File: src/rtl/word_chunk_pkg.sv
// Shared defaults, sizing helpers and FSM state type for the 64-bit word chunker.
package word_chunk_pkg;

    localparam int unsigned WORD_W_DEF  = 64;
    localparam int unsigned CHUNK_W_DEF = 5;
    localparam int unsigned CNT_W_DEF   = 8;

    function automatic int unsigned num_chunks(input int unsigned word_w,
                                               input int unsigned chunk_w);
        return (word_w + chunk_w - 1) / chunk_w;
    endfunction

    // A one-chunk word still needs a 1-bit index to keep widths legal.
    function automatic int unsigned idx_width(input int unsigned n);
        return (n > 1) ? $clog2(n) : 1;
    endfunction

    typedef enum logic {
        IDLE,
        SEND
    } state_e;

endpackage

File: src/rtl/word_chunker.sv
// Serialises one accepted word MSB-first into CHUNK_W-bit chunks for a free-running
// downstream shift register; drives zeros whenever no chunk is valid.
module word_chunker
    import word_chunk_pkg::*;
#(
    parameter int unsigned WORD_W  = WORD_W_DEF,
    parameter int unsigned CHUNK_W = CHUNK_W_DEF,
    parameter int unsigned CNT_W   = CNT_W_DEF
) (
    input  logic               clk,
    input  logic               reset,
    input  logic               in_valid,
    output logic               in_ready,
    input  logic [WORD_W-1:0]  in_word,
    output logic [CHUNK_W-1:0] out_chunk,
    output logic               out_valid,
    input  logic               out_ready,
    output logic               out_last,
    output logic [CNT_W-1:0]   words_sent
);

    localparam int unsigned NUM_CHUNKS = num_chunks(WORD_W, CHUNK_W);
    localparam int unsigned HOLD_W     = NUM_CHUNKS * CHUNK_W;
    localparam int unsigned IDX_W      = idx_width(NUM_CHUNKS);
    localparam logic [IDX_W-1:0] LAST_IDX = IDX_W'(NUM_CHUNKS - 1);

    if (CHUNK_W < 1 || CHUNK_W > WORD_W) begin : g_bad_chunk_w
        $error("word_chunker: CHUNK_W must be in 1..WORD_W");
    end

    state_e              r_state, w_state_d;
    logic [HOLD_W-1:0]   r_hold,  w_hold_d;
    logic [IDX_W-1:0]    r_idx,   w_idx_d;
    logic [CNT_W-1:0]    r_words, w_words_d;

    logic                w_send;
    logic                w_last;
    logic                w_take;
    logic [HOLD_W-1:0]   w_load;

    always_ff @(posedge clk or posedge reset) begin
        if (reset) begin
            r_state <= IDLE;
            r_hold  <= '0;
            r_idx   <= '0;
            r_words <= '0;
        end else begin
            r_state <= w_state_d;
            r_hold  <= w_hold_d;
            r_idx   <= w_idx_d;
            r_words <= w_words_d;
        end
    end

    // Zero-extension places the pad bits at the MSB end of the hold register.
    assign w_load = HOLD_W'(in_word);
    assign w_send = (r_state == SEND);
    assign w_last = w_send && (r_idx == LAST_IDX);
    assign w_take = w_send && out_ready;

    always_comb begin
        w_state_d = r_state;
        w_hold_d  = r_hold;
        w_idx_d   = r_idx;
        w_words_d = r_words;
        in_ready  = 1'b0;

        unique case (r_state)
            IDLE: begin
                in_ready = 1'b1;
                if (in_valid) begin
                    w_hold_d  = w_load;
                    w_idx_d   = '0;
                    w_state_d = SEND;
                end
            end
            SEND: begin
                if (w_take && !w_last) begin
                    w_hold_d = r_hold << CHUNK_W;
                    w_idx_d  = r_idx + IDX_W'(1);
                end else if (w_take) begin
                    in_ready  = 1'b1;
                    w_words_d = r_words + CNT_W'(1);
                    w_idx_d   = '0;
                    if (in_valid) begin
                        w_hold_d = w_load;
                    end else begin
                        w_hold_d  = '0;
                        w_state_d = IDLE;
                    end
                end
            end
            default: begin
                w_state_d = IDLE;
            end
        endcase
    end

    assign out_valid  = w_send;
    assign out_last   = w_last;
    assign out_chunk  = w_send ? r_hold[HOLD_W-1 -: CHUNK_W] : '0;
    assign words_sent = r_words;

endmodule

File: config.mk
export PLATFORM = sky130hd
export DESIGN_NAME = word_chunker
export DESIGN_NICKNAME = d
export VERILOG_FILES = /design/src/rtl/word_chunk_pkg.sv /design/src/rtl/word_chunker.sv
export SDC_FILE = /design/constraint.sdc
export NUM_CORES = 1
export LEC_CHECK = 0
export CAP_MARGIN = 0
export CELL_PAD_IN_SITES_DETAIL_PLACEMENT = 0
export CELL_PAD_IN_SITES_GLOBAL_PLACEMENT = 1
export CORE_UTILIZATION = 42
export DETAILED_ROUTE_END_ITERATION = 16
export PLACE_DENSITY_LB_ADDON = 0.1
export SLEW_MARGIN = 20
export SYNTH_ARGS = -nofsm -noshare
export SYNTH_HDL_FRONTEND = slang
export SYNTH_SLANG_ARGS = --single-unit
File: constraint.sdc
create_clock -name clk -period 4.05 [get_ports clk]
set_input_delay 0.6075 -clock clk [delete_from_list [all_inputs] [get_ports clk]]
set_output_delay 0.6075 -clock clk [all_outputs]
set_load 0.02 [all_outputs]
==> metrics.csv <==
metric,value,unit
period_needed,2855,ps
fp.dieW,92.65,um
ant_nets,0,
reg2reg_to,r_hold[16]$_DFFE_PP0P_,
drc_errors,0,
synth-seq-area-share,56.56,%
synthesis.instances,277,
critPathLaunch,out_ready,
postCtsHoldBufs,0,
post_cts_buffers,0,
initial_core_util,43.97,%
dieArea,8583,um^2
post-place-ws,1197,ps
clkSinkCount,78,
fin_ws,1195,ps
cts_made_buffers,9,
critPathCapture,in_ready,
die_height,92.65,um
rows,32,
status,finished clean,
synth_fp_nets,348,
grt_pass1_wl,12.86,mm
reg2reg_depth,6,
dr_total_vias,2540,
cts_tree,built,
clk_path_buf_depth,2,
power.density,492.9,nW/um^2
ys_ff_latch,78,
port_buffers,83,
maxSlewHeadroom,47.32,%
cp.required,3440,ps
gp_congestion,0.7392,
ff2ff_setup_slack,1880,ps
worstMarginPinSlew,788.2,ps
critPathArrivalTime,2250,ps
synth_warnings,0,
firstDrtPassIters,4,
drive_above_1_share,7.242,%
rsz0062_at_grt,false,
core,7848,um^2
crit_path_end_kind,output pin,
synth.area.top_cells,"dfrtp_1 (57%), a221o_1 (17%), and2_1 (6.7%), and2_0 (5.3%), buf_2 (2.2%)",
cts_resized,0,
finalCritPeriodShare,70.49,%
insertion_delay,340,ps
routed_wl,7.676,mm
setup_violations,0,
power.leakage,2.070,nW
fmax,350.3,MHz
grt_usage,19.70,%
drv_cap,0,
area_delta_synth_final,32.56,%
clk_pin_slew,80,ps
htree_levels,3,
fin_skew,8.682,ps
tns,0,ps
r2r_start,r_idx[0]$_DFFE_PP0P_,
hpwlAfterDp,4.913,mm
hp-class,reg -> reg,
diodes,0,
vias_per_cell,5.510,
critical_path_class,in -> out,
synth_area_leader_cell,dfrtp_1,
cp_max_fo,9,
hold_viol,0,
yosys.area.top_type_share,56.56,%
fin_nets,425,
root_buffer,clkbuf_8,
antenna_found_initial,0,
ios,84,
avgSynthCellArea,12.46,um^2
grt_start_max_net_pins,53,
post_drt_wl_per_cell,16.65,um
slew_violations,0,
irDropWorstVdd,231.1,uV
critPathLaunchType,input pin,
first_global_vias,2514,
ys_types,27,
drt_iter0_drc,103,
synth_area,3451,um^2
overflow,0,
[cell usage after synthesis (all sizes together)]
cell type   n
xnor2       4
a21o        1
nand3b      1
nor3        3
nand2       5
and2       66
a221o      60
nand3       2
a22o        7
nand2b      2
clkbuf      5
ha          3
nor4        1
nor2        1
mux2        2
buf        18
dfrtp      78
nand4       6
a21boi      2
inv         3
mux2i       1
xor2        3
and3        2
o32ai       1
[flip-flops by register name, indices dropped and copies added, names as in the netlist]
name and flops:
out_valid 1, r_hold 65, words_sent 8, r_idx 4
[cell usage in the layout (no fill, tap or decap), types with 4 or more instances in the layout]
| cell type | netlist | layout |
|---|---|---|
| dfrtp_1 | 78 | 78 |
| and2_0 | 29 | 29 |
| and2_1 | 37 | 37 |
| buf_4 | 1 | 4 |
| xnor2_1 | 4 | 4 |
| clkdlybuf4s50_1 | 0 | 83 |
| clkinv_2 | 0 | 5 |
| nand2_1 | 5 | 5 |
| nand4_1 | 6 | 6 |
| clkbuf_8 | 0 | 9 |
| a22o_1 | 7 | 7 |
| a221o_1 | 60 | 60 |
[worst max-delay path, stage by stage]
cell and delay (ps):
clkdlybuf4s50_1 660, nand4_1 230, nand2_1 140, clkdlybuf4s50_1 610
[cell type report]
class | instances | area, um^2
fillers | 712 | 3273
clock buffers | 11 | 131.4
multi-input cells | 173 | 1393
well taps | 102 | 127.6
flip-flops and latches | 78 | 1952
repair buffers | 89 | 908.4
inverters | 3 | 12.51
clock inverters | 5 | 50.05
[power by group]
group          total [W]  internal [W]  switching (W)
Clock           0.000548      0.000281       0.000267
Combinational   0.000574      0.000347       0.000227
Sequential       0.00113      0.000987       0.000145
Total            0.00225       0.00162       0.000639
[worst min path at each step]
| stage | startpoint | end | slack (ps) | cells after the start |
|---|---|---|---|---|
| after global routing | words_sent[7]$_DFFE_PP0P_ | words_sent[7]$_DFFE_PP0P_ | 510 | 1 |
| after floorplan | r_hold[64]$_DFFE_PP0P_ | r_hold[64]$_DFFE_PP0P_ | 460 | 1 |
| after detailed placement | words_sent[7]$_DFFE_PP0P_ | words_sent[7]$_DFFE_PP0P_ | 470 | 1 |
| after CTS | words_sent[7]$_DFFE_PP0P_ | words_sent[7]$_DFFE_PP0P_ | 480 | 1 |
| final | words_sent[7]$_DFFE_PP0P_ | words_sent[7]$_DFFE_PP0P_ | 470 | 1 |
| after global placement | words_sent[7]$_DFFE_PP0P_ | words_sent[7]$_DFFE_PP0P_ | 460 | 1 |
[routing by layer]
layer / routed length, um / track usage, % / up-vias
met4: 93 / 6.282 / 0
met5: 0 / 0 / -
li1: - / - / 1205
met1: 3639 / 27.53 / 1262
met2: 3564 / 29.20 / 67
met3: 378 / 6.158 / 6
[logic make-up after synthesis]
kind of cell,share of synthesized area (%)
XOR/XNOR,1.777
AND/OR/NAND/NOR,15.63
AO/OA/AOI/OAI,20.09
adder cells (fa/ha/maj),1.088
flip-flops,56.56
buffers and inverters,3.916
multiplexers,0.9427
[stage by stage]
step | instances | utilization [%] | total power, W | hold WS, ps | area (um^2)
after floorplan | 277 | - | 0.001478 | 458.3 | 3451
after global placement | 444 | 55.63 | 0.001704 | 455.2 | 4365
after detailed placement | 444 | 55.63 | 0.001714 | 465.3 | 4365
after CTS | 460 | 57.94 | 0.002279 | 477.7 | 4547
after global routing | 461 | 58.29 | 0.002404 | 506.8 | 4574
final | 461 | 58.29 | 0.002255 | 472.4 | 4574
No activity file was read; power rests on OpenSTA's default activity.
